## src/rtl/xgmii_rx_word_packer_pkg.sv

```systemverilog
// Shared constants, FSM encoding and per-beat decode payload for the XGMII receive word packer.
package xgmii_rx_word_packer_pkg;

    localparam int unsigned XGMII_W       = 64;
    localparam int unsigned DATA_WIDTH    = 256;
    localparam int unsigned CTRL_WIDTH    = 32;
    localparam int unsigned LANES         = XGMII_W / 8;
    localparam int unsigned BEATS         = DATA_WIDTH / XGMII_W;
    localparam int unsigned BEAT_CNT_W    = $clog2(BEATS);
    localparam int unsigned SOF_W         = DATA_WIDTH / 32;
    localparam int unsigned COLS_PER_BEAT = LANES / 4;
    localparam int unsigned CTRL_OUT_W    = CTRL_WIDTH + SOF_W;
    localparam int unsigned FRAME_CNT_W   = 32;
    localparam int unsigned DROP_CNT_W    = 16;
    localparam int unsigned SOF_HI_LANE   = 4;

    localparam logic [7:0] XGMII_START = 8'hFB;
    localparam logic [7:0] XGMII_TERM  = 8'hFD;

    localparam logic [BEAT_CNT_W-1:0] LAST_BEAT = BEAT_CNT_W'(BEATS - 1);

    typedef enum logic [1:0] {
        ST_IDLE  = 2'd0,
        ST_FRAME = 2'd1,
        ST_TAIL  = 2'd2,
        ST_DROP  = 2'd3
    } state_e;

    typedef struct packed {
        logic sof_l0;
        logic sof_l4;
        logic has_term;
        logic sof_after_term;
    } beat_info_t;

endpackage

```

## src/rtl/xgmii_rx_word_packer_beat_decode.sv

```systemverilog
// Combinational per-beat decode of XGMII start/terminate control characters.
module xgmii_rx_word_packer_beat_decode
    import xgmii_rx_word_packer_pkg::*;
(
    input  logic [XGMII_W-1:0] i_rxd,
    input  logic [LANES-1:0]   i_rxc,
    output beat_info_t         o_info
);

    logic [LANES-1:0] w_term;

    always_comb begin
        w_term = '0;
        for (int i = 0; i < int'(LANES); i++) begin
            w_term[i] = i_rxc[i] && (i_rxd[8*i +: 8] == XGMII_TERM);
        end
    end

    // /S/ may only sit on lane 0 or lane 4, so "/S/ after /T/" means lane-4 start with a low-half terminate.
    always_comb begin
        o_info                = '0;
        o_info.sof_l0         = i_rxc[0] && (i_rxd[7:0] == XGMII_START);
        o_info.sof_l4         = i_rxc[SOF_HI_LANE] && (i_rxd[8*SOF_HI_LANE +: 8] == XGMII_START);
        o_info.has_term       = |w_term;
        o_info.sof_after_term = o_info.sof_l4 && (|w_term[SOF_HI_LANE-1:0]);
    end

endmodule

```

## src/rtl/xgmii_rx_word_packer.sv

```systemverilog
// Packs four XGMII beats into one 256-bit pre-FIFO word with per-column SOF markers,
// dropping frames whose word completes against a full FIFO.
module xgmii_rx_word_packer
    import xgmii_rx_word_packer_pkg::*;
(
    input  logic                   x_clk,
    input  logic                   reset,
    input  logic                   rx_en,
    input  logic [XGMII_W-1:0]     xgmii_rxd,
    input  logic [LANES-1:0]       xgmii_rxc,
    input  logic                   fifo_full,
    input  logic                   cnt_clr,
    output logic                   x_we,
    output logic [DATA_WIDTH-1:0]  data_out,
    output logic [CTRL_OUT_W-1:0]  ctrl_out,
    output logic [FRAME_CNT_W-1:0] frame_cnt,
    output logic [DROP_CNT_W-1:0]  drop_cnt,
    output logic                   in_frame
);

    state_e                  r_state;
    state_e                  w_state_nxt;
    logic [BEAT_CNT_W-1:0]   r_beat_cnt;
    logic [DATA_WIDTH-1:0]   r_data_acc;
    logic [DATA_WIDTH-1:0]   w_data_acc;
    logic [CTRL_WIDTH-1:0]   r_ctrl_acc;
    logic [CTRL_WIDTH-1:0]   w_ctrl_acc;
    logic [SOF_W-1:0]        r_sof_acc;
    logic [SOF_W-1:0]        w_sof_acc;
    logic                    r_we;
    logic [DATA_WIDTH-1:0]   r_data_out;
    logic [CTRL_OUT_W-1:0]   r_ctrl_out;
    logic [FRAME_CNT_W-1:0]  r_frame_cnt;
    logic [DROP_CNT_W-1:0]   r_drop_cnt;
    logic                    r_in_frame;
    logic                    w_accept;
    logic                    w_complete;
    logic                    w_overflow;
    logic                    w_write;
    logic                    w_frame_inc;
    logic                    w_last;
    beat_info_t              w_info;

    xgmii_rx_word_packer_beat_decode u_decode (
        .i_rxd  (xgmii_rxd),
        .i_rxc  (xgmii_rxc),
        .o_info (w_info)
    );

    assign w_last = (r_beat_cnt == LAST_BEAT);

    always_ff @(posedge x_clk or posedge reset) begin
        if (reset) begin
            r_state <= ST_IDLE;
        end else begin
            r_state <= w_state_nxt;
        end
    end

    // Next state, beat acceptance and frame/drop decisions; overflow overrides everything.
    always_comb begin
        w_state_nxt = r_state;
        w_accept    = 1'b0;
        w_frame_inc = 1'b0;
        w_complete  = 1'b0;
        w_overflow  = 1'b0;
        w_write     = 1'b0;
        if (rx_en) begin
            case (r_state)
                ST_IDLE: begin
                    if (w_info.sof_l0 || w_info.sof_l4) begin
                        w_accept    = 1'b1;
                        w_frame_inc = 1'b1;
                        w_state_nxt = ST_FRAME;
                    end
                end
                ST_FRAME: begin
                    w_accept = 1'b1;
                    if (w_info.sof_after_term) begin
                        w_frame_inc = 1'b1;
                    end else if (w_info.has_term) begin
                        w_state_nxt = w_last ? ST_IDLE : ST_TAIL;
                    end
                end
                ST_TAIL: begin
                    w_accept = 1'b1;
                    if (w_info.sof_l0 || w_info.sof_l4) begin
                        w_frame_inc = 1'b1;
                        w_state_nxt = ST_FRAME;
                    end else if (w_last) begin
                        w_state_nxt = ST_IDLE;
                    end
                end
                ST_DROP: begin
                    if (w_info.has_term) begin
                        w_state_nxt = ST_IDLE;
                    end
                end
                default: w_state_nxt = ST_IDLE;
            endcase
            w_complete = w_accept && w_last;
            w_overflow = w_complete && fifo_full;
            w_write    = w_complete && !fifo_full;
            if (w_overflow) begin
                w_state_nxt = ST_DROP;
                w_frame_inc = 1'b0;
            end
        end
    end

    // Merge the current beat into its slot of the partial word.
    always_comb begin
        w_data_acc = r_data_acc;
        w_ctrl_acc = r_ctrl_acc;
        w_sof_acc  = (r_beat_cnt == '0) ? '0 : r_sof_acc;
        for (int i = 0; i < int'(BEATS); i++) begin
            if (r_beat_cnt == BEAT_CNT_W'(i)) begin
                w_data_acc[XGMII_W*i +: XGMII_W]  = xgmii_rxd;
                w_ctrl_acc[LANES*i +: LANES]      = xgmii_rxc;
                w_sof_acc[COLS_PER_BEAT*i]        = w_info.sof_l0;
                w_sof_acc[COLS_PER_BEAT*i + 1]    = w_info.sof_l4;
            end
        end
    end

    always_ff @(posedge x_clk or posedge reset) begin
        if (reset) begin
            r_beat_cnt <= '0;
            r_data_acc <= '0;
            r_ctrl_acc <= '0;
            r_sof_acc  <= '0;
        end else if (w_accept) begin
            r_beat_cnt <= r_beat_cnt + BEAT_CNT_W'(1);
            r_data_acc <= w_data_acc;
            r_ctrl_acc <= w_ctrl_acc;
            r_sof_acc  <= w_sof_acc;
        end
    end

    always_ff @(posedge x_clk or posedge reset) begin
        if (reset) begin
            r_we       <= 1'b0;
            r_data_out <= '0;
            r_ctrl_out <= '0;
            r_in_frame <= 1'b0;
        end else begin
            r_we       <= w_write;
            r_in_frame <= (w_state_nxt == ST_FRAME) || (w_state_nxt == ST_TAIL);
            if (w_write) begin
                r_data_out <= w_data_acc;
                r_ctrl_out <= {w_sof_acc, w_ctrl_acc};
            end
        end
    end

    // Clear wins over a same-cycle increment; drop count saturates.
    always_ff @(posedge x_clk or posedge reset) begin
        if (reset) begin
            r_frame_cnt <= '0;
            r_drop_cnt  <= '0;
        end else if (cnt_clr) begin
            r_frame_cnt <= '0;
            r_drop_cnt  <= '0;
        end else begin
            if (w_frame_inc) begin
                r_frame_cnt <= r_frame_cnt + FRAME_CNT_W'(1);
            end
            if (w_overflow && (r_drop_cnt != '1)) begin
                r_drop_cnt <= r_drop_cnt + DROP_CNT_W'(1);
            end
        end
    end

    assign x_we      = r_we;
    assign data_out  = r_data_out;
    assign ctrl_out  = r_ctrl_out;
    assign frame_cnt = r_frame_cnt;
    assign drop_cnt  = r_drop_cnt;
    assign in_frame  = r_in_frame;

endmodule

```

## config.mk

```make
export PLATFORM = sky130hd
export DESIGN_NAME = xgmii_rx_word_packer
export DESIGN_NICKNAME = d
export VERILOG_FILES = /design/src/rtl/xgmii_rx_word_packer_pkg.sv /design/src/rtl/xgmii_rx_word_packer_beat_decode.sv /design/src/rtl/xgmii_rx_word_packer.sv
export SDC_FILE = /design/constraint.sdc
export NUM_CORES = 2
export LEC_CHECK = 0
export CORE_ASPECT_RATIO = 0.7
export CORE_UTILIZATION = 57
export CTS_CLUSTER_DIAMETER = 100
export DETAILED_ROUTE_END_ITERATION = 12
export GPL_TIMING_DRIVEN = 0
export PLACE_DENSITY = 0.88
export SLEW_MARGIN = 25
export SYNTH_ARGS = -nofsm -noshare
export SYNTH_HDL_FRONTEND = slang
export SYNTH_HIERARCHICAL = 1
export SYNTH_SLANG_ARGS = --single-unit
```

## constraint.sdc

```tcl
create_clock -name x_clk -period 53.1 [get_ports x_clk]
set_input_delay 5.31 -clock x_clk [delete_from_list [all_inputs] [get_ports x_clk]]
set_output_delay 5.31 -clock x_clk [all_outputs]
set_load 0.02 [all_outputs]
```

# After elaboration in Yosys (flattened, before gate mapping)
# Index checks and enable logic that the tools add are counted.
[op_classes] mux=37 n_eq_ne=19 n_reduce_logical=26 n_addsub=3
[ops] operator="$mux W64" count=4
[ops] operator="$eq A8 B8 Y1 const B" count=10
[ops] operator="$mux W32" count=2
[ops] operator="$mux W8" count=5
[ops] operator="$add A32 B1 Y32 const B" count=1
[ops] operator="$mux W16" count=2
[ops] operator="$mux W2" count=13
[ops] operator="$add A16 B1 Y16 const B" count=1
[ops] operator="$ne A16 B16 Y1 const B" count=1
[ops] operator="$logic_and A1 B1 Y1" count=15
[ops] operator="$eq A2 B2 Y1 const B" count=5
[ops] operator="$mux W1" count=8
[ops] operator="$pmux W2 S4" count=1
[ops] operator="$reduce_or A8 Y1" count=1
[ops] operator="$eq A2 B1 Y1 const B" count=3
[ops] operator="$logic_not A2 Y1" count=2
[ops] operator="$pmux W1 S2" count=2
[ops] operator="$reduce_bool A2 Y1" count=2
[ops] operator="$reduce_or A2 Y1" count=2
[ops] operator="$reduce_or A4 Y1" count=1
[ops] operator="$add A2 B1 Y2 const B" count=1
[ops] operator="$logic_or A1 B1 Y1" count=2
[ops] operator="$logic_not A1 Y1" count=1
[totals] output_inout_bits=346 wordCells=96 regBits=646 inputBits=77

# Logic depth before layout (Yosys ltp)
[depth] word_depth=12 depth_mapped=12

# Hierarchy
# Netlist, hierarchy kept.
[by_module_without_submodules] mod="xgmii_rx_word_packer" area_each_um2=24013.0 seq_area_each_um2=14313.7 instances=1 cells_per_inst=2088
[by_module_without_submodules] mod="xgmii_rx_word_packer_beat_decode" area_each_um2=209.0 seq_area_each_um2=0.0 instances=1 cells_per_inst=39

# Worst setup path after synthesis
# Ideal clock, no wire load.
[synth_timing] path_kind="input port to flip-flop" start="input port xgmii_rxc[4]" end="register r_frame_cnt[24] (netlist: frame_cnt[24])" stages=9 setup_time_ps=78 slack_ps=45670 required_time_ps=53022 path_buffers=1 arrival_ps=7352 cell_sequence="nand4_1 nor4_2 nor2b_1 nand2_1 a32o_1 or3_1 buf_2 or4_1 a21oi_1"
[synth_rtl] element="start, declared" line="xgmii_rx_word_packer.sv:10" rtl="input logic [LANES-1:0] xgmii_rxc,"
[synth_rtl] element="end signal, assigned" line="xgmii_rx_word_packer.sv:166" rtl="r_frame_cnt <= r_frame_cnt + FRAME_CNT_W'(1);"
[synth_rtl] element="end, declared" line="xgmii_rx_word_packer.sv:33" rtl="logic [FRAME_CNT_W-1:0] r_frame_cnt;"

==> impl_metrics.json <==
{
  "status": "completed",
  "ys_seq_area_share_pct": 59.09,
  "cts_tree": "built",
  "core-area_um2": 41420,
  "rsz0062_at_grt": "no",
  "post_cts.repair.setup_buffers": 0,
  "grt_overflow_total": 0,
  "worstSkewPairLatency_ns": 0.59,
  "crit_type": "primary input to flop",
  "synthToLayoutAreaGrowth_pct": 28.35,
  "root_buffer": "clkbuf_16",
  "crit_chain": "clkdlybuf4s50_1 > nand4_1 > nor4_2 > or3_4 > nand4_2 > or2_1 > clkbuf_1 > buf_2 > inv_1 > buf_2 > buf_1 > nand2_1 > nand2_1",
  "cts_resized": 0,
  "cp_slowest_cell": "clkdlybuf4s50_1",
  "critPathBufInv": 6,
  "htreeDepth": 2,
  "maxUsedRoutingLayer": "met4",
  "vias_per_cell": 5.946,
  "wl_met2_mm": 33.91,
  "initial_utilization_pct": 58.47,
  "crit_family": "buffers and inverters",
  "met3WireLength_mm": 5.452,
  "drtIter0Drc": 1645,
  "max_slew_margin_pct": 33.47,
  "final_cell_mix": "dfrtp_1, nand2_1, clkdlybuf4s50_1",
  "power_mw": 1.696,
  "grtUsageTotal_pct": 33.54,
  "cts_buffers": 54,
  "final_common_cell": "dfrtp_1",
  "routedWlPerCell_um": 22.52,
  "syn_area_per_cell_um2": 11.39,
  "cp_num_cells": 13,
  "ff2ff_path_depth": 11,
  "critical_path_required_ns": 53.62,
  "clockBufferDepth": 3,
  "num_vias": 19000,
  "slew_violations": 0,
  "pre_cts_slack_ns": 43.37,
  "gp_congestion": 0.8880,
  "finClkSkew_ns": 0.01854,
  "fillers": 2659,
  "ys.flop_type": "dfrtp_1",
  "rows": 62,
  "synth_edf_count": 0,
  "slowest_delay_ns": 0.81,
  "peakVddDrop_v": 0.00003633,
  "grt_first_pass_wirelength_mm": 111.5,
  "clock-sinks": 572,
  "fp.dieH_um": 174.5,
  "cellPowerDensity_nw_per_um2": 54.57,
  "hold_slack_ns": 0.4755,
  "layout_min_cycle_time_ns": 9.267,
  "multi_input_area_um2": 9296,
  "critPathLaunchType": "primary input",
  "arrival_ns": 9.78,
  "synth.cell_area_um2": 24220,
  "setup_slack_ns": 43.83,
  "grt_max_degree": 100,
  "worstHoldPathType": "flop to flop",
  "firstDrtPassIters": 5,
  "synthDistinctLibCells": 48,
  "holdBufCountCts": 0,
  "numPortBuffers": 421,
  "syn_inst": 2127,
  "seq_area_um2": 14310,
  "fmax_mhz": 107.9,
  "hold_depth": 2,
  "syn_nets": 2214,
  "crit_path_end_kind": "flop",
  "setup_viol": 0,
  "totalWireLength_mm": 71.97,
  "ant_nets": 0,
  "die_width_um": 248.4,
  "tns_ns": 0,
  "fin_nets": 2697,
  "dp_hpwl_mm": 50.46,
  "ios": 423,
  "clk_pin_slew_ns": 0.07,
  "path_max_fanout": 10,
  "fin_crit_sh_pct": 17.45,
  "synth-seq-cells": 572,
  "leakage_nw": 13.85,
  "dieArea_um2": 43340,
  "yosysWarnings": 6,
  "hold_viol_final": 0,
  "tightest_slew_ns": 0.9980,
  "synthArstFlopShare_pct": 100.0,
  "grt_pass1_vias": 19380,
  "drive_gt1_share_pct": 13.06,
  "cap_violations": 0,
  "drc_errors": 0,
  "wl_met1_mm": 29.89,
  "antenna_found_initial": 2
}
[cell type report]
cell class                 count  share of cell area [%]
inverter                      20                  0.2656
clock inverter                14                  0.5715
timing repair buffer         427                   14.09
clock buffer                  82                   5.200
multi-input combinational   1403                   29.90
buffer                       132                   1.727
tap                          544                   2.189
sequential                   572                   46.04
antenna                        2                 0.01610
[worst paths after layout]
check                               from  slack (ns)             end
hold reg to reg            data_out[236]        0.48   data_out[236]
max in group asynchronous          reset       46.21  r_data_acc[80]
setup reg to reg              r_state[1]       49.25    data_out[10]
min in group asynchronous          reset        5.17    ctrl_out[26]
hold / removal             data_out[236]        0.48   data_out[236]
setup / recovery            xgmii_rxc[4]       43.83   data_out[209]
[registers in the layout, summed over array words and instances (netlist names), 2 cells and up]
name        flops
r_sof_acc       6
r_beat_cnt      2
drop_cnt       16
r_ctrl_acc     24
data_out      256
r_state         2
frame_cnt      32
ctrl_out       40
r_data_acc    192
[per-stage QoR]
step | instance area (um^2) | utilization (%) | std cells
after CTS | 31080 | 75.04 | 3194
after global placement | 29120 | 70.29 | 3092
after detailed placement | 29290 | 70.71 | 3098
after floorplan | 24220 | - | 2127
after global routing | 31090 | 75.04 | 3195
final | 31090 | 75.05 | 3196
[routing by layer]
layer / vias up / track usage [%]
li1: 8317 / -
met1: 9683 / 45.85
met2: 826 / 53.00
met3: 177 / 6.979
met4: 0 / 12.53
met5: - / 0
[worst reg2reg max path, stage by stage (launching register included)]
cell      delay (ns)
dfrtp_1         0.42
inv_1           0.09
ha_1            0.34
or3_4           0.37
nand4_2         0.10
or2_1           0.10
clkbuf_1        0.43
buf_2           0.43
clkbuf_1        0.65
clkbuf_1        0.52
nand2_1         0.16
o21ai_0         0.13
[cell families after synthesis]
group           after synthesis  synth area share [%]
mux                         437                 19.18
simple gates                646                 11.43
buf+inv                     152                 2.526
flops                       572                 59.09
fa+ha+maj                    10                0.5166
xor+xnor                     32                 1.157
compound gates              278                 6.090
[power by group]
group / total [mW] / switching, mW / leakage, nW / internal [mW]
sequential: 0.674 / 0.0866 / 7.60 / 0.587
clock: 0.392 / 0.168 / 0.884 / 0.224
combinational: 0.631 / 0.332 / 5.37 / 0.298
[cell usage after synthesis (2+ instances only)]
| cell type | count | area [um^2] |
|---|---|---|
| nand4_1 | 20 | 125.1 |
| dfrtp_1 | 572 | 14310 |
| buf_1 | 3 | 11.26 |
| or4b_1 | 3 | 30.03 |
| nand2_1 | 477 | 1790 |
| nand3_1 | 25 | 125.1 |
| o41ai_1 | 3 | 26.28 |
| a32o_1 | 5 | 50.05 |
| or4_1 | 5 | 37.54 |
| o21ai_0 | 232 | 1161 |
| nor2b_1 | 3 | 18.77 |
| nor3b_1 | 4 | 30.03 |
| ha_1 | 10 | 125.1 |
| buf_2 | 33 | 165.2 |
| nor4b_1 | 2 | 17.52 |
| clkbuf_1 | 96 | 360.4 |
| mux2_2 | 218 | 2455 |
| nor4_1 | 19 | 118.9 |
| a21oi_1 | 21 | 105.1 |
| nor2_1 | 37 | 138.9 |
| inv_1 | 20 | 75.07 |
| or3_1 | 4 | 25.02 |
| nor3_1 | 21 | 105.1 |
| and2_1 | 2 | 12.51 |
| xnor2_1 | 31 | 271.5 |
| mux2i_1 | 219 | 2192 |
| and3_1 | 8 | 50.05 |
| a21o_1 | 3 | 22.52 |
| and4_1 | 7 | 61.31 |
| o31ai_1 | 5 | 37.54 |
| o2111ai_1 | 2 | 17.52 |
(Power assumes the default switching activity.)
